===== src/rtl/float64_pkg.sv =====
// Shared constants for the binary64 soft-float datapath: field widths, class
// encodings, unpacker FSM state codes and exception flag bits.
package float64_pkg;

    localparam int EXP_W  = 11;
    localparam int FRAC_W = 52;
    localparam int ZEXP_W = 13;
    localparam int ZSIG_W = 64;

    localparam logic [EXP_W-1:0] EXP_MAX = 11'd2047;

    localparam logic [2:0] CLS_ZERO   = 3'd0;
    localparam logic [2:0] CLS_SUBNRM = 3'd1;
    localparam logic [2:0] CLS_NORMAL = 3'd2;
    localparam logic [2:0] CLS_INF    = 3'd3;
    localparam logic [2:0] CLS_QNAN   = 3'd4;
    localparam logic [2:0] CLS_SNAN   = 3'd5;

    // One-hot; S_NORM keeps its code even in builds without the normalizer.
    localparam logic [3:0] S_IDLE   = 4'b0001;
    localparam logic [3:0] S_DECODE = 4'b0010;
    localparam logic [3:0] S_NORM   = 4'b0100;
    localparam logic [3:0] S_DONE   = 4'b1000;

    localparam logic [31:0] FLAG_INVALID = 32'h0000_0010;
    localparam logic [31:0] FLAG_INEXACT = 32'h0000_0001;

endpackage


===== src/rtl/float64_classify.sv =====
// Combinational classifier: biased exponent and fraction fields to class code,
// plus the final zExp/zSig for every class that needs no normalization.
module float64_classify
    import float64_pkg::*;
(
    input  logic [EXP_W-1:0]  exp_field,
    input  logic [FRAC_W-1:0] frac_field,
    output logic [2:0]        cls,
    output logic [ZEXP_W-1:0] init_exp,
    output logic [ZSIG_W-1:0] init_sig
);

    always_comb begin
        // NOTE: every output gets a default first so no path leaves one unassigned (no latch).
        cls      = CLS_ZERO;
        init_exp = '0;
        init_sig = '0;
        if (exp_field == '0) begin
            // Subnormals report zeros here; the normalizer (or flush) supplies the result.
            if (frac_field != '0)
                cls = CLS_SUBNRM;
        end else if (exp_field == EXP_MAX) begin
            init_exp = {2'b00, EXP_MAX};
            init_sig = {2'b00, frac_field, 10'b0};
            if (frac_field == '0)
                cls = CLS_INF;
            else if (frac_field[FRAC_W-1])
                cls = CLS_QNAN;
            else
                cls = CLS_SNAN;
        end else begin
            cls      = CLS_NORMAL;
            init_exp = {2'b00, exp_field};
            init_sig = {1'b0, 1'b1, frac_field, 10'b0};
        end
    end

endmodule


===== src/rtl/unpack_float64.sv =====
// Iterative IEEE-754 binary64 unpacker under ap_start/ap_done handshake.
// Define FLOAT64_SUBNORMAL_EN to normalize subnormals; otherwise they flush to zero.
module unpack_float64
    import float64_pkg::*;
(
    input  logic              ap_clk,
    input  logic              ap_rst,
    input  logic              ap_start,
    output logic              ap_done,
    output logic              ap_idle,
    output logic              ap_ready,
    input  logic [63:0]       a,
    input  logic [31:0]       float_exception_flag_i,
    output logic [31:0]       float_exception_flag_o,
    output logic              float_exception_flag_o_ap_vld,
    output logic              zSign,
    output logic [ZEXP_W-1:0] zExp,
    output logic [ZSIG_W-1:0] zSig,
    output logic [2:0]        cls
);

    logic [3:0]        state;
    logic [63:0]       a_reg;
    logic [2:0]        dec_cls;
    logic [ZEXP_W-1:0] dec_exp;
    logic [ZSIG_W-1:0] dec_sig;

    float64_classify u_classify (
        .exp_field  (a_reg[62:52]),
        .frac_field (a_reg[51:0]),
        .cls        (dec_cls),
        .init_exp   (dec_exp),
        .init_sig   (dec_sig)
    );

`ifdef FLOAT64_SUBNORMAL_EN
    logic [FRAC_W:0]   sig53;
    logic [FRAC_W:0]   sig53_next;
    logic [ZEXP_W-1:0] norm_exp;
    logic [ZEXP_W-1:0] norm_exp_next;

    assign sig53_next    = {sig53[FRAC_W-1:0], 1'b0};
    assign norm_exp_next = norm_exp - 13'd1;
`endif

    always_ff @(posedge ap_clk) begin
        if (ap_rst) begin
            // NOTE: every register, including the captured operand, clears on reset so an aborted operand leaves no trace.
            state <= S_IDLE;
            a_reg <= '0;
            zSign <= 1'b0;
            zExp  <= '0;
            zSig  <= '0;
            cls   <= CLS_ZERO;
`ifdef FLOAT64_SUBNORMAL_EN
            sig53    <= '0;
            norm_exp <= '0;
`endif
        end else begin
            // NOTE: state uses non-blocking assignments so every register samples pre-edge values.
            case (state)
                S_IDLE: begin
                    if (ap_start) begin
                        a_reg <= a;
                        state <= S_DECODE;
                    end
                end
                S_DECODE: begin
                    if (dec_cls == CLS_SUBNRM) begin
`ifdef FLOAT64_SUBNORMAL_EN
                        sig53    <= {1'b0, a_reg[51:0]};
                        norm_exp <= 13'd1;
                        state    <= S_NORM;
`else
                        zSign <= a_reg[63];
                        zExp  <= '0;
                        zSig  <= '0;
                        cls   <= CLS_ZERO;
                        state <= S_DONE;
`endif
                    end else begin
                        zSign <= a_reg[63];
                        zExp  <= dec_exp;
                        zSig  <= dec_sig;
                        cls   <= dec_cls;
                        state <= S_DONE;
                    end
                end
`ifdef FLOAT64_SUBNORMAL_EN
                S_NORM: begin
                    sig53    <= sig53_next;
                    norm_exp <= norm_exp_next;
                    // Exit on the shift that lands the leading one in the integer position.
                    if (sig53_next[FRAC_W]) begin
                        zSign <= a_reg[63];
                        zExp  <= norm_exp_next;
                        zSig  <= {1'b0, sig53_next, 10'b0};
                        cls   <= CLS_SUBNRM;
                        state <= S_DONE;
                    end
                end
`endif
                S_DONE:  state <= S_IDLE;
                default: state <= S_IDLE;
            endcase
        end
    end

    assign ap_done  = (state == S_DONE);
    assign ap_ready = ap_done;
    assign ap_idle  = (state == S_IDLE) && !ap_start;

    // cls is already registered for this operand when S_DONE is entered.
    assign float_exception_flag_o_ap_vld = ap_done && (cls == CLS_SNAN);
    assign float_exception_flag_o = float_exception_flag_o_ap_vld
                                  ? (float_exception_flag_i | FLAG_INVALID)
                                  : float_exception_flag_i;

endmodule

===== config.mk =====
export PLATFORM = sky130hd
export DESIGN_NAME = unpack_float64
export DESIGN_NICKNAME = d
export VERILOG_FILES = /design/src/rtl/float64_pkg.sv /design/src/rtl/float64_classify.sv /design/src/rtl/unpack_float64.sv
export SDC_FILE = /design/constraint.sdc
export NUM_CORES = 1
export LEC_CHECK = 0
export ABC_AREA = 1
export CAP_MARGIN = 20
export CORE_ASPECT_RATIO = 0.75
export CORE_MARGIN = 2
export CORE_UTILIZATION = 50
export CTS_CLUSTER_DIAMETER = 80
export DETAILED_ROUTE_END_ITERATION = 10
export DONT_BUFFER_PORTS = 1
export PLACE_DENSITY = 0.77
export SLEW_MARGIN = 10
export SYNTH_ARGS = -nofsm -noshare
export SYNTH_HDL_FRONTEND = slang
export SYNTH_SLANG_ARGS = --single-unit

===== constraint.sdc =====
create_clock -name ap_clk -period 2.1 [get_ports ap_clk]
set_clock_uncertainty 0.05 [all_clocks]
set_input_delay 0.42 -clock ap_clk [delete_from_list [all_inputs] [get_ports ap_clk]]
set_output_delay 0.42 -clock ap_clk [all_outputs]
set_load 0.01 [all_outputs]

==> impl_metrics.env, run 1 <==
export IMPL_outcome="finished, final reports clean"
export IMPL_synthDistinctLibCells=21
export IMPL_setup_tns_ns=0
export IMPL_tightest_slew_ns=0.7401
export IMPL_setup_ws_ns=0.1267
export IMPL_synth_top_area_share_pct=51.22
export IMPL_critPathRequiredTime_ns=1.63
export IMPL_path_clk_slew_ns=0.06
export IMPL_hold_start="ap_rst"
export IMPL_ys_seq_elements=135
export IMPL_nets=766
export IMPL_dp_hpwl_um=8178
export IMPL_final_hold_violation_count=0
export IMPL_route_antenna_remaining_nets=0
export IMPL_fp_dieW_um=122.6
export IMPL_root_buffer="clkbuf_16"
export IMPL_gp_congestion=0.8223
export IMPL_die_area_sq_um=11400
export IMPL_worst_ir_drop_vdd_v=0.0008536
export IMPL_hp_class="input port to register"
export IMPL_min_period_over_period_pct=93.97
export IMPL_grt_max_degree=71
export IMPL_yosysTopAreaCell="dfxtp_1"
export IMPL_vias=4245
export IMPL_initial_utilization_pct=51.28
export IMPL_synth_area_leaders="dfxtp_1 (51%), nor2_1 (12%), nand2_1 (11%)"
export IMPL_antenna_found_initial=0
export IMPL_die_h_um=92.97
export IMPL_numPortBuffers=0
export IMPL_grtUsageTotal_pct=21.76
export IMPL_start_kind="register"
export IMPL_synth_cells=709
export IMPL_slew_headroom_pct=50.66
export IMPL_clk_path_buf_depth=2
export IMPL_min_period_ns=1.973
export IMPL_cts_setup_buffers=0
export IMPL_ys_warn_count=0
export IMPL_viasPerCell=5.209
export IMPL_fin_util_pct=55.42
export IMPL_crit_arrival_ns=1.50
export IMPL_clk_latency_ns=0.40
export IMPL_dr_pass1_iters=5
export IMPL_cts_made_buffers=17
export IMPL_setup_viol=0
export IMPL_leakage_uw=0.002157
export IMPL_worstHoldPathCells=1
export IMPL_crit_type="register to output port"
export IMPL_route_final_wire_length_um=12110
export IMPL_nFillCells=958
export IMPL_core_sq_um=10290
export IMPL_critPathCaptureType="output port"
export IMPL_num_io_pins=216
export IMPL_synth_avg_cell_area_sq_um=7.442
export IMPL_power_density_nw_per_um2=1095
export IMPL_overflow=0
export IMPL_drc_errors=0
export IMPL_largest_reg_flops=64
export IMPL_syn_to_final_growth_pct=8.086
export IMPL_worstPathMaxFanout=4
export IMPL_place_inst=783
export IMPL_cts_sinks=135
export IMPL_seqCellArea_sq_um=2703
export IMPL_grt_first_pass_wirelength_um=19130
export IMPL_synth_edf_count=0
export IMPL_drv_slew=0
export IMPL_synth_main_ff_cell="dfxtp_1"
export IMPL_multi_input_area_sq_um=2051
export IMPL_yosys_top_cells_count="nor2_1 (163), nand2_1 (154), dfxtp_1 (135)"
export IMPL_holdPathEnd="zExp[2]"
export IMPL_synthMostInstantiatedCell="nor2_1"
export IMPL_r2r_setup_slack_ns=0.37
export IMPL_reg2regPathDepth=7
export IMPL_grt_pass1_vias=3935
export IMPL_async_reset_ff_share_pct=0
export IMPL_wl_per_cell_um=14.86
export IMPL_max_freq_ghz=0.5068
export IMPL_fin_cells=815
export IMPL_diodes=0
export IMPL_rsz0062_at_grt="false"
export IMPL_synthesis_area_sq_um=5276
export IMPL_regToRegEndpoint="cls[2]"
export IMPL_cap_violations=0
export IMPL_rows=32
export IMPL_hold_buffers=0
export IMPL_drive_gt1_share_pct=7.364
export IMPL_pre_cts_ws_ns=0.06640
export IMPL_reg2reg_from="state[1]"
export IMPL_synth_seq_area_share_pct=51.22
export IMPL_htreeDepth=4
export IMPL_cts_tree="done"
export IMPL_drt_iter0_drc=381
export IMPL_post_cts_resized=1
layer usage:
layer	GRT usage, %	vias up	routed length (um)
met5	0	-	0
met4	8.716	0	165
met2	34.54	149	5652
li1	-	2109	-
met1	27.09	1961	5311
met3	7.389	26	984
area by class of cell:
| class | count | area share (%) |
|---|---|---|
| Clock inverter | 12 | 2.655 |
| Inverter | 16 | 1.053 |
| Clock buffer | 19 | 7.942 |
| Timing Repair Buffer | 12 | 2.018 |
| Multi-Input combinational cell | 485 | 35.96 |
| Sequential cell | 135 | 47.39 |
| Tap cell | 136 | 2.984 |
cells in the final DEF (no fill, tap or decap):
cell	n
inv_6	1
nor4_1	1
nand3b_1	1
buf_4	10
buf_12	2
bufinv_16	3
dfxtp_1	135
nor3_4	1
clkinv_2	4
conb_1	13
nand2_1	154
nand3_1	8
nand3_2	1
or2_2	1
a21oi_1	72
clkinv_1	1
clkinvlp_4	2
nand4_1	1
clkbuf_16	17
clkinv_4	2
o21ai_0	65
inv_2	2
nor2_1	163
nor3_1	1
nor3b_1	1
nor3_2	1
nor2_4	1
inv_1	13
clkbuf_8	2
worst max-delay path by stage:
stage                           endpoint      from  depth (start not counted)  slack, ns
3_5_place_dp                    zSig[25]  state[1]                          6       0.07
4_1_cts                         zSig[25]  state[1]                          6       0.02
6_report       float_exception_flag_o[4]  state[3]                          4       0.13
2_1_floorplan  float_exception_flag_o[4]  state[3]                          4       0.23
5_1_grt                          ap_idle  state[0]                          3       0.02
3_3_place_gp                    zSig[59]  state[1]                          6       0.15
worst max-delay path: stages, from the launching register on:
cell and delay (ns):
dfxtp_1 0.41, inv_1 0.07, nor3_2 0.17, nor3b_1 0.27, or2_2 0.18
metrics by stage:
stage	hold slack (ns)	area [sq um]	power, uW
finish	0.03207	5703	6243
global route	0.007852	5703	6515
CTS	0.01527	5683	6296
detailed placement	0.4000	5074	3294
global placement	0.3972	5074	3273
floorplan	0.3901	5321	3273
report_power, final:
part           leakage, uW  switching, uW  internal [uW]
Clock             0.000295           1080           1920
Sequential         0.00110            106           2700
Combinational     0.000759            288            151
Total              0.00216           1470           4770
logic make-up (layout without fill, tap and decap cells):
| kind of cell | Yosys count | count (layout) | synth area share (%) |
|---|---|---|---|
| buffers and inverters | 101 | 59 | 10.86 |
| AO/OA/AOI/OAI | 137 | 137 | 13.00 |
| AND/OR/NAND/NOR | 335 | 335 | 24.85 |
| flip-flops | 135 | 135 | 51.22 |
| other | 1 | 13 | 0.07107 |
Note: power is estimated with default switching activity, not from simulation.
==> inputs of run 2 (changes only) <==
- CORE_ASPECT_RATIO: 0.75 -> default
==> run 2 against run 1 <==
Against the previous run:
- global-route usage is 0.58 points lower
- design area is 1.0% higher
- register-to-register slack better by 0.02 ns
==> impl_metrics.env, run 2 (synthesized netlist as in run 1, its figures left out) <==
export IMPL_outcome="finished, final reports clean"
export IMPL_wl_per_cell_um=14.47
export IMPL_power_density_nw_per_um2=1079
export IMPL_grtUsageTotal_pct=21.18
export IMPL_drv_slew=0
export IMPL_rows=37
export IMPL_clk_latency_ns=0.52
export IMPL_min_period_ns=1.980
export IMPL_syn_to_final_growth_pct=9.201
export IMPL_place_inst=782
export IMPL_cap_violations=0
export IMPL_worstPathMaxFanout=4
export IMPL_setup_ws_ns=0.1200
export IMPL_viasPerCell=5.134
export IMPL_multi_input_area_sq_um=2062
export IMPL_nets=768
export IMPL_cts_sinks=135
export IMPL_hp_class="input port to register"
export IMPL_cp_slowest_cell="dfxtp_2"
export IMPL_crit_type="register to output port"
export IMPL_diodes=0
export IMPL_die_h_um=106.7
export IMPL_hold_start="a[59]"
export IMPL_vias=4200
export IMPL_route_antenna_remaining_nets=0
export IMPL_critPathRequiredTime_ns=1.63
export IMPL_route_final_wire_length_um=11840
export IMPL_dr_pass1_iters=5
export IMPL_drive_gt1_share_pct=7.918
export IMPL_p_total_uw=6215
export IMPL_crit_arrival_ns=1.51
export IMPL_final_cell_mix="nor2_1 (163), nand2_1 (154), dfxtp_1 (133)"
export IMPL_fin_util_pct=56.06
export IMPL_num_io_pins=216
export IMPL_antenna_found_initial=0
export IMPL_grt_first_pass_wirelength_um=18790
export IMPL_crit_buf_inv=1
export IMPL_final_hold_violation_count=0
export IMPL_setup_viol=0
export IMPL_dp_hpwl_um=7756
export IMPL_fp_dieW_um=106.7
export IMPL_grt_max_degree=73
export IMPL_fin_cells=818
export IMPL_final_common_cell="nor2_1"
export IMPL_cts_made_buffers=17
export IMPL_initial_utilization_pct=51.34
export IMPL_min_period_over_period_pct=94.29
export IMPL_htreeDepth=4
export IMPL_critPathCaptureType="output port"
export IMPL_drt_iter0_drc=219
export IMPL_largest_reg_flops=64
export IMPL_die_area_sq_um=11390
export IMPL_reg2reg_from="state[1]"
export IMPL_seqCellArea_sq_um=2705
export IMPL_leakage_uw=0.002178
export IMPL_cpLargestDelayFamily="simple AND/OR/NAND/NOR gates"
export IMPL_path_cells="inv_1 > nor3_2 > nor3b_2 > or2_2"
export IMPL_worst_ir_drop_vdd_v=0.0004881
export IMPL_gp_congestion=0.7426
export IMPL_pre_cts_ws_ns=0.06717
export IMPL_numPortBuffers=0
export IMPL_startpoint="state[3]"
export IMPL_root_buffer="clkbuf_8"
export IMPL_cts_setup_buffers=0
export IMPL_max_freq_ghz=0.5050
export IMPL_overflow=0
export IMPL_core_sq_um=10280
export IMPL_path_clk_slew_ns=0.06
export IMPL_slew_headroom_pct=52.42
export IMPL_nFillCells=969
export IMPL_drc_errors=0
export IMPL_clk_path_buf_depth=2
export IMPL_rsz0062_at_grt="false"
export IMPL_cpPeakStageDelay_ns=0.38
export IMPL_start_kind="register"
export IMPL_cts_tree="done"
export IMPL_setup_tns_ns=0
export IMPL_grt_pass1_vias=4015
export IMPL_tightest_slew_ns=0.7138
run 2: cell types whose count changed in the layout (fill, tap and decap cells not counted), sizes merged:
cell | before | now
dlygate4sd3 | 0 | 2
clkbuf | 19 | 20
run 2: final timing paths:
check / endpoint / slack, ns / cells past startpoint
worst min-delay path: a_reg[59] / 0.02 / 2
worst min register to register: zSig[44] / 0.41 / 2
worst max-delay path: float_exception_flag_o[4] / 0.12 / 4
worst max register to register: cls[2] / 0.39 / 7
run 2: metrics by stage:
| step | hold slack, ns | cell area [sq um] |
|---|---|---|
| after floorplan | 0.3901 | 5321 |
| after detailed placement | 0.3998 | 5079 |
| after global placement | 0.3885 | 5079 |
| final | 0.02091 | 5762 |
| after CTS | 0.0008422 | 5723 |
| after global routing | 0.01645 | 5762 |
run 2: worst register-to-register path: stages (launching register included):
cell,delay [ns]
dfxtp_1,0.33
inv_1,0.13
nor3_4,0.05
inv_2,0.07
buf_4,0.55
nor2_1,0.22
nand3b_1,0.15
nand2_1,0.05
run 2: timing repair:
action	in CTS	in global routing
gates resized for setup	2	3
setup endpoints to repair	2	2
hold buffers	2	1
pin swaps	0	0
endpoints found under the hold margin	69	1
run 2: cell type report:
cell class,instances,area share [%]
clock buffer,20,7.731
clock inverter,12,2.628
inverter,16,1.042
multi-input combinational,485,35.79
sequential,135,46.95
tap,136,2.953
timing repair buffer,14,2.910
run 2: routing by layer:
layer	share of wire, %	vias to the layer above	global-route usage (%)
met1	41	1926	24.18
met3	8.5	19	8.632
met4	1.5	0	8.534
met2	49	143	35.26
met5	0	-	0
li1	-	2112	-
run 2: where the power goes:
| group | switching (uW) | internal, uW | total, uW |
|---|---|---|---|
| sequential | 106 | 2700 | 2800 |
| combinational | 304 | 161 | 465 |
| clock | 1080 | 1870 | 2950 |
| total | 1490 | 4720 | 6220 |
